`src/rtl/gcd_pkg.sv`:
```
// Shared types and defaults for the gcd dispatcher and its operand FIFO.
package gcd_pkg;

    localparam int GCD_NBITS = 32;

    typedef enum logic [1:0] {
        DSP_IDLE  = 2'd0,
        DSP_ISSUE = 2'd1,
        DSP_WAIT  = 2'd2
    } dsp_state_t;

endpackage

```
`src/rtl/gcd_opnd_fifo.sv`:
```
// Synchronous operand-pair FIFO. Pointers wrap naturally at DEPTH (power of 2);
// occupancy is kept in a separate counter so full and empty are unambiguous.
// Pushes while full and pops while empty are ignored.
module gcd_opnd_fifo #(
    parameter int W     = 64,
    parameter int DEPTH = 4
) (
    input  logic                       clk,
    input  logic                       reset,
    input  logic                       push_i,
    input  logic [W-1:0]               wdata_i,
    input  logic                       pop_i,
    output logic [W-1:0]               rdata_o,
    output logic                       full_o,
    output logic                       empty_o,
    output logic [$clog2(DEPTH+1)-1:0] level_o
);

    localparam int AW = $clog2(DEPTH);
    localparam int LW = $clog2(DEPTH+1);

    logic [W-1:0]  mem_q [DEPTH];
    logic [AW-1:0] wr_ptr_q;
    logic [AW-1:0] rd_ptr_q;
    logic [LW-1:0] count_q;
    logic          do_push;
    logic          do_pop;

    assign full_o  = (count_q == LW'(DEPTH));
    assign empty_o = (count_q == '0);
    assign level_o = count_q;
    assign rdata_o = mem_q[rd_ptr_q];
    assign do_push = push_i && !full_o;
    assign do_pop  = pop_i && !empty_o;

    // Storage array: written on accepted push, never reset.
    always_ff @(posedge clk) begin
        if (do_push) begin
            mem_q[wr_ptr_q] <= wdata_i;
        end
    end

    // Pointer and occupancy bookkeeping; simultaneous push and pop leave count unchanged.
    always_ff @(posedge clk) begin
        if (reset) begin
            wr_ptr_q <= '0;
            rd_ptr_q <= '0;
            count_q  <= '0;
        end else begin
            if (do_push) wr_ptr_q <= wr_ptr_q + AW'(1);
            if (do_pop)  rd_ptr_q <= rd_ptr_q + AW'(1);
            case ({do_push, do_pop})
                2'b10:   count_q <= count_q + LW'(1);
                2'b01:   count_q <= count_q - LW'(1);
                default: count_q <= count_q;
            endcase
        end
    end

endmodule

```
`src/rtl/gcd_dispatch.sv`:
```
// Feeds buffered operand pairs to an external gcd engine one job at a time and
// returns {result, operands, cycle count} in FIFO order through a one-entry slot.
// Handshakes: a transfer happens on any rising edge where valid && ready; valid
// holds its payload until that edge. A new job is only issued when the result
// slot is free (or freeing this cycle), so done never lands on a full slot.
module gcd_dispatch
    import gcd_pkg::*;
#(
    parameter int NBITS = GCD_NBITS,
    parameter int DEPTH = 4,
    parameter int CW    = 16
) (
    input  logic                       clk,
    input  logic                       reset,
    input  logic                       in_valid,
    output logic                       in_ready,
    input  logic [NBITS-1:0]           in_a,
    input  logic [NBITS-1:0]           in_b,
    output logic [NBITS-1:0]           gcd_a,
    output logic [NBITS-1:0]           gcd_b,
    output logic                       gcd_start,
    input  logic                       gcd_done,
    input  logic [NBITS-1:0]           gcd_result,
    output logic                       out_valid,
    input  logic                       out_ready,
    output logic [NBITS-1:0]           out_result,
    output logic [NBITS-1:0]           out_a,
    output logic [NBITS-1:0]           out_b,
    output logic [CW-1:0]              out_cycles,
    output logic [$clog2(DEPTH+1)-1:0] level,
    output logic                       err
);

    dsp_state_t         state_q, state_d;
    logic [NBITS-1:0]   a_q, a_d, b_q, b_d;
    logic [CW-1:0]      cnt_q, cnt_d, cnt_inc;
    logic               ov_q, ov_d;
    logic [NBITS-1:0]   res_q, res_d, oa_q, oa_d, ob_q, ob_d;
    logic [CW-1:0]      oc_q, oc_d;
    logic               err_q, err_d;
    logic               fifo_full, fifo_empty, fifo_pop, slot_free;
    logic [2*NBITS-1:0] fifo_rdata;

    gcd_opnd_fifo #(.W(2*NBITS), .DEPTH(DEPTH)) u_fifo (
        .clk     (clk),
        .reset   (reset),
        .push_i  (in_valid),
        .wdata_i ({in_a, in_b}),
        .pop_i   (fifo_pop),
        .rdata_o (fifo_rdata),
        .full_o  (fifo_full),
        .empty_o (fifo_empty),
        .level_o (level)
    );

    assign in_ready   = !fifo_full;
    assign slot_free  = !ov_q || out_ready;
    assign cnt_inc    = (cnt_q == '1) ? cnt_q : cnt_q + CW'(1);
    assign gcd_start  = (state_q == DSP_ISSUE);
    assign gcd_a      = a_q;
    assign gcd_b      = b_q;
    assign out_valid  = ov_q;
    assign out_result = res_q;
    assign out_a      = oa_q;
    assign out_b      = ob_q;
    assign out_cycles = oc_q;
    assign err        = err_q;

    // Job sequencing, cycle counting, result capture and error flagging.
    always_comb begin
        state_d  = state_q;
        a_d      = a_q;
        b_d      = b_q;
        cnt_d    = cnt_q;
        ov_d     = ov_q && !out_ready;
        res_d    = res_q;
        oa_d     = oa_q;
        ob_d     = ob_q;
        oc_d     = oc_q;
        err_d    = err_q || (gcd_done && (state_q != DSP_WAIT));
        fifo_pop = 1'b0;
        case (state_q)
            DSP_IDLE: begin
                if (!fifo_empty && slot_free) begin
                    fifo_pop = 1'b1;
                    a_d      = fifo_rdata[2*NBITS-1:NBITS];
                    b_d      = fifo_rdata[NBITS-1:0];
                    cnt_d    = '0;
                    state_d  = DSP_ISSUE;
                end
            end
            DSP_ISSUE: begin
                cnt_d   = CW'(1);
                state_d = DSP_WAIT;
            end
            DSP_WAIT: begin
                cnt_d = cnt_inc;
                if (gcd_done) begin
                    res_d   = gcd_result;
                    oa_d    = a_q;
                    ob_d    = b_q;
                    oc_d    = cnt_inc;
                    ov_d    = 1'b1;
                    state_d = DSP_IDLE;
                end
            end
            default: state_d = DSP_IDLE;
        endcase
    end

    // State and datapath registers with synchronous reset.
    always_ff @(posedge clk) begin
        if (reset) begin
            state_q <= DSP_IDLE;
            a_q     <= '0;
            b_q     <= '0;
            cnt_q   <= '0;
            ov_q    <= 1'b0;
            res_q   <= '0;
            oa_q    <= '0;
            ob_q    <= '0;
            oc_q    <= '0;
            err_q   <= 1'b0;
        end else begin
            state_q <= state_d;
            a_q     <= a_d;
            b_q     <= b_d;
            cnt_q   <= cnt_d;
            ov_q    <= ov_d;
            res_q   <= res_d;
            oa_q    <= oa_d;
            ob_q    <= ob_d;
            oc_q    <= oc_d;
            err_q   <= err_d;
        end
    end

endmodule
```
`config.mk`:
```
export PLATFORM = sky130hd
export DESIGN_NAME = gcd_dispatch
export DESIGN_NICKNAME = d
export VERILOG_FILES = /design/src/rtl/gcd_pkg.sv /design/src/rtl/gcd_opnd_fifo.sv /design/src/rtl/gcd_dispatch.sv
export SDC_FILE = /design/constraint.sdc
export NUM_CORES = 1
export LEC_CHECK = 0
export ABC_AREA = 1
export CAP_MARGIN = 0
export CORE_ASPECT_RATIO = 2
export CORE_MARGIN = 2
export CORE_UTILIZATION = 45
export DETAILED_ROUTE_END_ITERATION = 16
export PLACE_DENSITY_LB_ADDON = 0.1
export SLEW_MARGIN = 10
export SYNTH_ARGS = -nofsm -noshare
export SYNTH_HDL_FRONTEND = slang
export SYNTH_HIERARCHICAL = 1
export SYNTH_SLANG_ARGS = --single-unit
```
`constraint.sdc`:
```
create_clock -name clk -period 5.87 [get_ports clk]
set_clock_uncertainty 0.2 [all_clocks]
set_input_delay 1.174 -clock clk [delete_from_list [all_inputs] [get_ports clk]]
set_output_delay 1.174 -clock clk [all_outputs]
set_load 0.005 [all_outputs]
```
==> metrics.md <==
| Metric | Value |
|---|---|
| Clock tree sinks | `461` |
| Antenna violations before repair | `8` |
| CP endpoint kind | `flop` |
| Largest net degree at the start of global routing | `109` |
| Synth area leaders | `edfxtp_1, dfxtp_1, nor2_1` |
| Startpoint Class | `input pin` |
| R2r startpoint | `u_fifo/level_o[1]` |
| Number of synthesized register bits | `461` |
| Vias | `12,477` |
| Clock power share | `0.287` |
| Worst slew pin tran | `1.106 ns` |
| Area grow syn2layout | `26.28%` |
| CTS Buffer Depth | `3` |
| Die extent in x | `142.6 µm` |
| Latest clock arrival within the worst-skew pair | `0.55 ns` |
| Hold Fails Final Rpt | `0` |
| Vias in the first global route | `12,318` |
| Maximum VDD drop | `282.3 µV` |
| Sequential power share | `0.433` |
| Met3 WL post-DR | `1769 µm` |
| Hold Path Class | `reg2reg` |
| LEAKAGE | `0.007834 µW` |
| Layout cell share with drive strength beyond 1 | `0.06162` |
| IO Count | `284` |
| Most common cell in the netlist | `nor2_1` |
| Synth top area share | `0.4445` |
| Routed Wire Length | `44,100 µm` |
| Global-route usage over all layers | `0.2168` |
| IO buf count | `283` |
| Req. time, crit path | `6.08 ns` |
| Global route overflow | `0` |
| Setup Crit Path Kind | `in2reg` |
| Setup Fix Bufs, Post-CTS | `0` |
| Min-Delay Path Depth | `2` |
| R2R cell count | `11` |
| Util after Layout | `0.5760` |
| Die H | `281.2 µm` |
| Status | `completed` |
| Final net count | `1,994` |
| CTS clock-pin slew for the worst setup and hold paths | `0.07 ns` |
| Critical path arrival | `3.77 ns` |
| Initial DRT Pass Iterations | `5` |
| Fraction of registers with async set/reset | `0` |
| Detail Route Antenna Nets | `0` |
| Synth cell count leaders | `nor2_1, edfxtp_1, o21ai_0` |
| Die area | `40,110 µm²` |
| Rows | `101` |
| WL per Instance | `18.50 µm` |
| Cells after Synth | `1,642` |
| Comb power frac | `0.280` |
| Setup violators final | `0` |
| Syn. warnings | `6` |
| Clock buffer count from CTS | `42` |
| Clock Tree Root | `clkbuf_16` |
| Fin crit share | `0.6058` |
| Crit Reg-Reg Endpoint | `gcd_a[21]` |
| Post-CTS sizing | `0` |
| Synth Flop Type | `edfxtp_1` |
| RSZ-0062 raised after global routing | `no` |
| Core box area | `37,910 µm²` |
| Fmax achieved | `281.2 MHz` |
| Hpwl dp | `27,770 µm` |
| Syn nets | `1,754` |
| Switching power total | `3121 µW` |
| Cell Area, Placed | `20,390 µm²` |
| Global-route wire length before repair | `67,250 µm` |
| # DRC | `0` |
| P per Cell Area | `451.2 nW/µm²` |
| DRT iter0 DRCs | `651` |
| Hold-fix buffers at CTS | `0` |
| Max Slew Vio Count | `0` |
| Unique masters post-synth | `35` |
| Fin area | `21,840 µm²` |
| Hold path endpoint | `out_a[25]` |
| Sum Neg Setup Slack | `0 ns` |
| Post-synthesis cell area | `17,290 µm²` |
| Number of vias per cell | `5.236` |
| P_int | `6731 µW` |
| Cell accounting for the most synthesized area | `edfxtp_1` |
| Max-Cap Viols | `0` |
| H-tree Lvls | `2` |
| TritonCTS clock tree | `built` |
| Gpl congestion | `0.8404` |
| Highest Signal Layer | `met5` |
| R2R Setup Slk | `2.74 ns` |
| Post-synth EDFFs | `256` |
| Met1 WL | `16,170 µm` |
| Starting Density | `0.4561` |
| Worst hold start | `gcd_a[25]` |
| Met2 WL post-DR | `24,570 µm` |
| Sequential area share after synthesis | `0.6819` |
| Syn_area_per_cell | `10.53 µm²` |
| Min Clock Period, post-route | `3.556 ns` |
| Worst Path Max Fanout | `55` |
| Sw Share | `0.3168` |
| Slew headroom | `0.2624` |
| Final hold slack | `0.2729 ns` |
cells in the final DEF, fill, tap and decap left out, drive strengths merged, types with 5 or more instances in the layout:
| cell | n |
|---|---|
| a21oi | 95 |
| buf | 15 |
| clkbuf | 57 |
| clkdlybuf4s50 | 283 |
| clkinv | 10 |
| dfxtp | 205 |
| diode | 5 |
| edfxtp | 256 |
| ha | 10 |
| inv | 95 |
| nand2 | 87 |
| nand3 | 24 |
| nor2 | 379 |
| o21ai | 313 |
| o22ai | 64 |
routing by layer:
metal  vias to the layer above  global-route usage
met3                        89             0.03306
met5                         -                   0
met2                       279              0.4143
met1                      5974              0.2345
li1                       6129                   -
met4                         6             0.08682
cell families after synthesis:
logic type	after synthesis	share of synthesized area
XOR/XNOR	2	0.001013
AND/OR/NAND/NOR	499	0.1155
flip-flops	461	0.6819
adder cells (fa/ha/maj)	11	0.008393
buffers and inverters	195	0.05043
AO/OA/AOI/OAI	474	0.1428
metrics by stage:
step                      power [µW]  setup WS (ns)  std cells
after CTS                       9991          2.314       2378
final                           9852          2.314       2383
after floorplan                 5808          1.184       1642
after global routing           10420          2.020       2383
after detailed placement        7135          1.738       2301
after global placement          7077          1.809       2301
critical path: stages:
cell and delay, ns:
clkdlybuf4s50_1 0.45, inv_1 0.04, nand2_1 0.09, nand2_1 0.09, nor2_4 0.08, buf_4 0.33, clkinv_2 0.61, buf_4 0.52
o21ai_0 0.25, a21oi_1 0.05
power groups by stage:
stage                     clock network (µW)  registers (µW)  logic (µW)
after floorplan                            0            4270        1540
after global placement                     0            4330        2740
after detailed placement                   0            4340        2790
after CTS                               2910            4280        2800
final                                   2830            4270        2760
after global routing                    3030            4330        3070
flip-flops by register name, indices dropped and copies added, names as in the netlist, 16 cells and up, named ones only:
name,flops
out_result,32
cnt_q,16
out_a,32
gcd_a,32
out_cycles,16
out_b,32
u_fifo/mem_q,256
gcd_b,32
final cells by class:
type	count	area, µm²
flip-flops and latches	461	11800
well taps	463	579.3
multi-input cells	986	4669
fillers	3283	16070
diodes	5	12.51
repair buffers	298	2983
clock inverters	20	227.7
clock buffers	57	1211
inverters	93	357.8
worst max path at each step:
stage	slack (ns)	end	cells after the start	startpoint
global placement	1.81	gcd_a[5]	10	out_ready
floorplan	1.18	u_fifo/mem_q[0][0]	2	in_valid
global route	2.02	gcd_a[29]	10	out_ready
detailed placement	1.74	gcd_a[6]	10	out_ready
CTS	2.31	gcd_a[21]	10	out_ready
finish	2.31	gcd_a[21]	10	out_ready
No activity file was read; power rests on OpenSTA's default activity.
